$ cat config.mk
export PLATFORM = sky130hd
export DESIGN_NAME = jtframe_sndcmd_fifo_flat
export DESIGN_NICKNAME = d
export VERILOG_FILES = /design/src/rtl/jtframe_sndcmd_fifo_pkg.sv /design/src/rtl/jtframe_sndcmd_fifo_if.sv /design/src/rtl/jtframe_sndcmd_fifo_edge2.sv /design/src/rtl/jtframe_sndcmd_fifo.sv /design/src/flat_wrapper.sv
export SDC_FILE = /design/constraint.sdc
export NUM_CORES = 1
export LEC_CHECK = 0
export ABC_AREA = 1
export BUFFER_PORTS_ARGS = -buffer_cell sky130_fd_sc_hd__clkbuf_2
export CORE_ASPECT_RATIO = 1.2
export CORE_MARGIN = 1.5
export CORE_UTILIZATION = 30
export CTS_CLUSTER_SIZE = 30
export DETAILED_ROUTE_END_ITERATION = 8
export HOLD_SLACK_MARGIN = 0.02
export PLACE_DENSITY = 0.46
export SYNTH_ARGS = -nofsm -noshare
export SYNTH_HDL_FRONTEND = slang
export SYNTH_SLANG_ARGS = --single-unit
$ cat constraint.sdc
create_clock -name clk -period 3.8 [get_ports clk]
set_input_delay 0.57 -clock clk [delete_from_list [all_inputs] [get_ports clk]]
set_output_delay 0.57 -clock clk [all_outputs]
set_load 0.02 [all_outputs]
$ cat src/rtl/jtframe_sndcmd_fifo_pkg.sv
`default_nettype none
// ==== jtframe_snd_pkg: shared constants for the sound command FIFO (rev 1.0) ====
package jtframe_snd_pkg;
   localparam int IRQ_EDGE  = 0;
   localparam int IRQ_LEVEL = 1;
   // status bit offsets, counted upward from the top of the count field
   localparam int ST_EMPTY  = 0;
   localparam int ST_FULL   = 1;
   localparam int ST_OVF    = 2;
endpackage
`default_nettype wire

$ cat src/rtl/jtframe_sndcmd_fifo_if.sv
`default_nettype none
// ==== jtframe_sndcmd_fifo_if: main/sound CPU bus bundle for the command FIFO (rev 1.0) ====
interface jtframe_sndcmd_fifo_if #(
   parameter int DW = 8,
   parameter int AW = 2
);
   import jtframe_snd_pkg::*;
   localparam int SW = AW + ST_OVF + 1;

   logic          main_we;
   logic [DW-1:0] main_din;
   logic          main_rd;
   logic [DW-1:0] main_dout;
   logic          main_rdy;
   logic          main_full;
   logic          snd_rd;
   logic [DW-1:0] snd_dout;
   logic          snd_we;
   logic [DW-1:0] snd_din;
   logic          snd_stat_rd;
   logic [SW-1:0] snd_status;
   logic          irq_ack;
   logic          int_n;

   modport master (
      output main_we, main_din, main_rd, snd_rd, snd_we, snd_din, snd_stat_rd, irq_ack,
      input  main_dout, main_rdy, main_full, snd_dout, snd_status, int_n
   );

   modport slave (
      input  main_we, main_din, main_rd, snd_rd, snd_we, snd_din, snd_stat_rd, irq_ack,
      output main_dout, main_rdy, main_full, snd_dout, snd_status, int_n
   );
endinterface
`default_nettype wire

$ cat src/rtl/jtframe_sndcmd_fifo_edge2.sv
`default_nettype none
// ==== jtframe_edge2: registered rise/fall strobe detector (rev 1.0) ====
module jtframe_edge2 (
   input  logic clk,
   input  logic rst,
   input  logic din,
   output logic rise,
   output logic fall
);
   logic din_q, din_d;
   logic armed_q, armed_d;

   // a strobe already high when reset lifts is ignored until it has gone low once
   always_comb begin
      din_d   = din;
      armed_d = armed_q | ~din;
   end

   always_ff @(posedge clk or posedge rst) begin
      if (rst) begin
         din_q   <= 1'b0;
         armed_q <= 1'b0;
      end else begin
         din_q   <= din_d;
         armed_q <= armed_d;
      end
   end

   assign rise =  din & ~din_q & armed_q;
   assign fall = ~din &  din_q & armed_q;
endmodule
`default_nettype wire

$ cat src/rtl/jtframe_sndcmd_fifo.sv
`default_nettype none
// ==== jtframe_sndcmd_fifo: main-to-sound command FIFO with IRQ and reply latch (rev 1.0) ====
module jtframe_sndcmd_fifo
   import jtframe_snd_pkg::*;
#(
   parameter int          DW        = 8,
   parameter int          AW        = 2,
   parameter int          IRQ_MODE  = IRQ_EDGE,
   parameter int unsigned EMPTY_VAL = 8'hFF
)(
   input  logic                 clk,
   input  logic                 rst,
   jtframe_sndcmd_fifo_if.slave bus
);
   localparam int            PW      = (AW > 0) ? AW : 1;
   localparam int            SLOTS   = 1 << PW;
   localparam int            DEPTH   = 1 << AW;
   localparam logic [AW:0]   C_DEPTH = DEPTH[AW:0];
   localparam logic [DW-1:0] C_EMPTY = EMPTY_VAL[DW-1:0];

   logic          push_ev, pop_ev, stat_fall, mrd_fall, swe_rise;
   logic [4:0]    unused_edge;
   logic          do_push, do_pop, full, empty;

   logic [DW-1:0] mem_q [SLOTS];
   logic [DW-1:0] mem_d [SLOTS];
   logic [PW-1:0] wr_ptr_q, wr_ptr_d, rd_ptr_q, rd_ptr_d;
   logic [AW:0]   count_q, count_d;
   logic          ovf_q, ovf_d;
   logic [DW-1:0] main_dout_q, main_dout_d;
   logic          main_rdy_q, main_rdy_d;

   jtframe_edge2 u_main_we  (.clk(clk), .rst(rst), .din(bus.main_we),     .rise(push_ev),  .fall(unused_edge[0]));
   jtframe_edge2 u_main_rd  (.clk(clk), .rst(rst), .din(bus.main_rd),     .rise(unused_edge[1]), .fall(mrd_fall));
   jtframe_edge2 u_snd_rd   (.clk(clk), .rst(rst), .din(bus.snd_rd),      .rise(unused_edge[2]), .fall(pop_ev));
   jtframe_edge2 u_snd_we   (.clk(clk), .rst(rst), .din(bus.snd_we),      .rise(swe_rise), .fall(unused_edge[3]));
   jtframe_edge2 u_stat_rd  (.clk(clk), .rst(rst), .din(bus.snd_stat_rd), .rise(unused_edge[4]), .fall(stat_fall));

   function automatic logic [PW-1:0] ptr_inc(input logic [PW-1:0] p);
      return (AW == 0) ? '0 : p + 1'b1;
   endfunction

   assign full  = (count_q == C_DEPTH);
   assign empty = (count_q == '0);

   // a pop frees the slot a same-clock push into a full FIFO needs
   always_comb begin
      do_pop   = pop_ev & ~empty;
      do_push  = push_ev & (~full | do_pop);
      mem_d    = mem_q;
      wr_ptr_d = wr_ptr_q;
      rd_ptr_d = rd_ptr_q;
      count_d  = count_q;
      ovf_d    = ovf_q;
      if (do_push) begin
         mem_d[wr_ptr_q] = bus.main_din;
         wr_ptr_d        = ptr_inc(wr_ptr_q);
      end
      if (do_pop)
         rd_ptr_d = ptr_inc(rd_ptr_q);
      if (do_push & ~do_pop)
         count_d = count_q + 1'b1;
      else if (do_pop & ~do_push)
         count_d = count_q - 1'b1;
      if (stat_fall)
         ovf_d = 1'b0;
      if (push_ev & full & ~do_pop)
         ovf_d = 1'b1;
   end

   always_comb begin
      main_dout_d = main_dout_q;
      main_rdy_d  = main_rdy_q;
      if (mrd_fall)
         main_rdy_d = 1'b0;
      if (swe_rise) begin
         main_dout_d = bus.snd_din;
         main_rdy_d  = 1'b1;
      end
   end

   always_ff @(posedge clk or posedge rst) begin
      if (rst) begin
         mem_q       <= '{default: '0};
         wr_ptr_q    <= '0;
         rd_ptr_q    <= '0;
         count_q     <= '0;
         ovf_q       <= 1'b0;
         main_dout_q <= '0;
         main_rdy_q  <= 1'b0;
      end else begin
         mem_q       <= mem_d;
         wr_ptr_q    <= wr_ptr_d;
         rd_ptr_q    <= rd_ptr_d;
         count_q     <= count_d;
         ovf_q       <= ovf_d;
         main_dout_q <= main_dout_d;
         main_rdy_q  <= main_rdy_d;
      end
   end

   assign bus.snd_dout  = empty ? C_EMPTY : mem_q[rd_ptr_q];
   assign bus.main_dout = main_dout_q;
   assign bus.main_rdy  = main_rdy_q;
   assign bus.main_full = full;

   generate
      if (AW > 0) begin : g_status_cnt
         assign bus.snd_status = {ovf_q, full, empty, count_q[AW-1:0]};
      end else begin : g_status_nocnt
         assign bus.snd_status = {ovf_q, full, empty};
      end

      if (IRQ_MODE == IRQ_LEVEL) begin : g_irq_level
         logic int_n_q, int_n_d;
         logic unused_ack;
         assign unused_ack = bus.irq_ack;
         always_comb int_n_d = empty;
         always_ff @(posedge clk or posedge rst) begin
            if (rst) int_n_q <= 1'b1;
            else     int_n_q <= int_n_d;
         end
         assign bus.int_n = int_n_q;
      end else begin : g_irq_edge
         logic pending_q, pending_d;
         // a push landing with the acknowledge keeps the request alive
         always_comb begin
            pending_d = pending_q;
            if (bus.irq_ack) pending_d = 1'b0;
            if (push_ev)     pending_d = 1'b1;
         end
         always_ff @(posedge clk or posedge rst) begin
            if (rst) pending_q <= 1'b0;
            else     pending_q <= pending_d;
         end
         assign bus.int_n = ~pending_q;
      end
   endgenerate
endmodule
`default_nettype wire

$ cat src/flat_wrapper.sv
// flat-port wrapper written by rule: the top's interface ports become plain ports
module jtframe_sndcmd_fifo_flat import jtframe_snd_pkg::*;
#(
   parameter int          DW        = 8,
   parameter int          AW        = 2,
   parameter int          IRQ_MODE  = IRQ_EDGE,
   parameter int unsigned EMPTY_VAL = 8'hFF
)
  (clk, rst, bus_main_we, bus_main_din, bus_main_rd, bus_snd_rd, bus_snd_we, bus_snd_din, bus_snd_stat_rd, bus_irq_ack, bus_main_dout, bus_main_rdy, bus_main_full, bus_snd_dout, bus_snd_status, bus_int_n);
  jtframe_sndcmd_fifo_if #(.DW(DW), .AW(AW)) bus_i ();
  input  logic clk;
  input  logic rst;
  input wire logic [$bits(bus_i.main_we)-1:0] bus_main_we;
  input wire logic [$bits(bus_i.main_din)-1:0] bus_main_din;
  input wire logic [$bits(bus_i.main_rd)-1:0] bus_main_rd;
  input wire logic [$bits(bus_i.snd_rd)-1:0] bus_snd_rd;
  input wire logic [$bits(bus_i.snd_we)-1:0] bus_snd_we;
  input wire logic [$bits(bus_i.snd_din)-1:0] bus_snd_din;
  input wire logic [$bits(bus_i.snd_stat_rd)-1:0] bus_snd_stat_rd;
  input wire logic [$bits(bus_i.irq_ack)-1:0] bus_irq_ack;
  output wire logic [$bits(bus_i.main_dout)-1:0] bus_main_dout;
  output wire logic [$bits(bus_i.main_rdy)-1:0] bus_main_rdy;
  output wire logic [$bits(bus_i.main_full)-1:0] bus_main_full;
  output wire logic [$bits(bus_i.snd_dout)-1:0] bus_snd_dout;
  output wire logic [$bits(bus_i.snd_status)-1:0] bus_snd_status;
  output wire logic [$bits(bus_i.int_n)-1:0] bus_int_n;
  assign bus_i.main_we = bus_main_we;
  assign bus_i.main_din = bus_main_din;
  assign bus_i.main_rd = bus_main_rd;
  assign bus_i.snd_rd = bus_snd_rd;
  assign bus_i.snd_we = bus_snd_we;
  assign bus_i.snd_din = bus_snd_din;
  assign bus_i.snd_stat_rd = bus_snd_stat_rd;
  assign bus_i.irq_ack = bus_irq_ack;
  assign bus_main_dout = bus_i.main_dout;
  assign bus_main_rdy = bus_i.main_rdy;
  assign bus_main_full = bus_i.main_full;
  assign bus_snd_dout = bus_i.snd_dout;
  assign bus_snd_status = bus_i.snd_status;
  assign bus_int_n = bus_i.int_n;
  jtframe_sndcmd_fifo #(.DW(DW), .AW(AW), .IRQ_MODE(IRQ_MODE), .EMPTY_VAL(EMPTY_VAL)) u_core (.clk(clk), .rst(rst), .bus(bus_i));
endmodule
==> results.cfg <==
[critical_path]
cp_max_fo = 18
rrSetupSlack_ps = 1530
crit_arrival_ps = 1980
reg2reg_to = u_core.count_q[2]$_DFFE_PP0P_
r2r_cells = 12
r2r-start = u_core.count_q[0]$_DFFE_PP0P_
cp-end-kind = primary output
critical_path_class = flip-flop to primary output
critPathLaunchType = flip-flop
crit_required_ps = 3230

[synthesis]
syn_area_um2 = 2860
synth_cell_type_count = 26
netlist_instances = 327
ys_seq_area_share_pct = 52.5
avgSynthCellArea_um2 = 8.74
synthesis.nets = 357
ys_warn_count = 0
synth_seq_cells = 60

[global_routing]
grt_overflow_total = 0
grt_pass1_wl_um = 11600
antenna_found_initial = 0
grt_use_total_pct = 14.8
grt_pass1_vias = 2330
grt_max_degree = 40

[detailed_routing]
firstDrtPassIters = 4
drt_iter0_drc = 108
wl_per_cell_um = 13.8
routed_wl_um = 6750
detail-route-antenna-nets = 0
routed_via_density = 4.66
drc = 0
vias = 2283

[run_status]
status = finished clean

[timing]
finClkSkew_ps = 9.24
drv_slew = 0
fin_crit_ps = 2550
fin_crit_sh_pct = 67.1
hold-worst-slack_ps = 255
finalHoldViolations = 0
max_slew_margin_pct = 55.0
worstMarginPinSlew_ps = 675
fmax_ghz = 0.392
rsz0062_at_grt = no
tns_ps = 0
finalSetupViolCount = 0

[power]
p_sw_uw = 1120
power.internal_uw = 1520
ir_drop_v = 0.000278
switching_share_pct = 42.4
pwr-share-comb_pct = 38.3
power_frac_clock_pct = 22.5
p_total_uw = 2640
seq_power_share_pct = 39.2
power_density_nw_per_um2 = 804
p_leak_uw = 0.00174

[floorplanning]
rows = 38
fp.dieW_um = 92.1
initial_utilization_pct = 31.3
fp.dieH_um = 110
pin_count = 48
die_area_um2 = 10100
core_area_um2 = 9130

[placement]
dp_hpwl_um = 4620
portBuffers = 47
place_area_um2 = 3080
gp_congestion = 0.742

[clock_network]
cts_tree = built
cts.sinks = 60
cts_made_buffers = 9
cts_setup_buffers = 0
cts-resized-gates = 0
cts_max_path_buffers = 2
cts.htree.levels = 3
clk_latency_ps = 330
clk_pin_slew_worst_paths_ps = 70
cts-root-buf = clkbuf_8
cts_hold_buf = 0

[finish]
drive_above_1_share_pct = 20.3
area_growth_pct = 14.9
final_cell_mix = nand2_1 (123), dfrtp_1 (60), clkbuf_2 (47)
final_nets = 395
final_common_cell = nand2_1
final_area_um2 = 3280
antenna_cells = 0

[min_path]
min_path_type = primary input to asynchronous set/reset pin

[run]
max_cap_viol_count = 0
[metal layers]
layer / routed length, µm / share of wire, % / vias to the layer above / GRT usage (%)
met5: 0 / 0 / - / 0
met4: 109 / 1.6 / 0 / 5.60
met2: 3060 / 45 / 75 / 23.8
met1: 3090 / 46 / 1065 / 19.4
li1: - / - / 1133 / -
met3: 489 / 7.2 / 10 / 3.32
[worst max-delay path, cell delays in order (launching register included)]
cell      delay [ps]
dfrtp_1          780
inv_2            310
a21oi_1          210
o21ai_0          140
clkbuf_2         200
[logic make-up after synthesis]
group / Yosys count / synth area share, %
simple gates: 172 / 27.0
fa+ha+maj: 6 / 2.89
compound gates: 36 / 6.65
buf+inv: 50 / 10.0
xor+xnor: 3 / 0.919
flops: 60 / 52.5
[Yosys cell counts (all sizes together)]
cell type  instances  share of area [%]
o2bb2ai            1               0.53
nor3               1               0.17
nand3b             2               0.53
xnor2              1               0.31
dfrtp             60                 53
buf               20                6.0
fa                 1               0.70
nand4             33                7.2
nand3              7                1.8
nand2            123                 16
nor2               4               0.70
o21ai             19                3.3
nor3b              1               0.26
clkinv             1               0.13
inv               26                3.4
ha                 5                2.2
xor2               2               0.61
clkbuf             3               0.44
or2                1               0.22
a21oi             16                2.8
[through the flow]
step | cells | worst slack [ps] | util [%]
final | 490 | 1250 | 36.0
after global routing | 490 | 1100 | 36.0
after CTS | 490 | 1230 | 36.0
after detailed placement | 474 | 1240 | 33.8
after global placement | 474 | 1320 | 33.8
after floorplan | 327 | 1750 | -
[worst max-delay path by stage]
stage	startpoint	end	slack, ps	depth (start not counted)
after floorplan	rst	u_core.bus.main_dout[0]$_DFFE_PP0P_	1750	1
after global placement	bus_snd_rd	u_core.count_q[2]$_DFFE_PP0P_	1320	14
after detailed placement	bus_snd_rd	u_core.count_q[2]$_DFFE_PP0P_	1240	14
after CTS	u_core.rd_ptr_q[1]$_DFFE_PP0P_	bus_snd_dout[5]	1230	5
after global routing	u_core.rd_ptr_q[1]$_DFFE_PP0P_	bus_snd_dout[5]	1100	5
final	u_core.rd_ptr_q[0]$_DFFE_PP0P_	bus_snd_dout[5]	1250	4
[registers in the layout (all words and copies together) (netlist names)]
signal / cells
u_core.u_main_rd.din_q: 1
u_core.u_snd_rd.din_q: 1
u_core.u_snd_we.din_q: 1
u_core.bus.main_dout: 8
u_core.u_stat_rd.din_q: 1
u_core.wr_ptr_q: 2
u_core.u_stat_rd.armed_q: 1
u_core.bus.main_rdy: 1
u_core.g_irq_edge.pending_q: 1
u_core.ovf_q: 1
u_core.u_main_we.armed_q: 1
u_core.u_main_we.din_q: 1
u_core.count_q: 3
u_core.rd_ptr_q: 2
u_core.u_snd_rd.armed_q: 1
u_core.mem_q: 32
u_core.u_main_rd.armed_q: 1
u_core.u_snd_we.armed_q: 1
[final cells by class]
class	instances	area (µm²)
clock buffers	12	155
clock inverters	4	47.5
fillers	1017	5840
inverters	27	101
multi-input cells	217	1070
flip-flops and latches	60	1500
well taps	120	150
repair buffers	50	258
[power groups by stage]
| stage | Sequential (µW) | Clock [µW] | Combinational [µW] |
|---|---|---|---|
| after floorplan | 983 | 0 | 830 |
| after global placement | 1040 | 0 | 1020 |
| after detailed placement | 1050 | 0 | 1030 |
| after CTS | 1040 | 606 | 1030 |
| after global routing | 1070 | 635 | 1150 |
| final | 1040 | 594 | 1010 |
(Power assumes the default switching activity.)
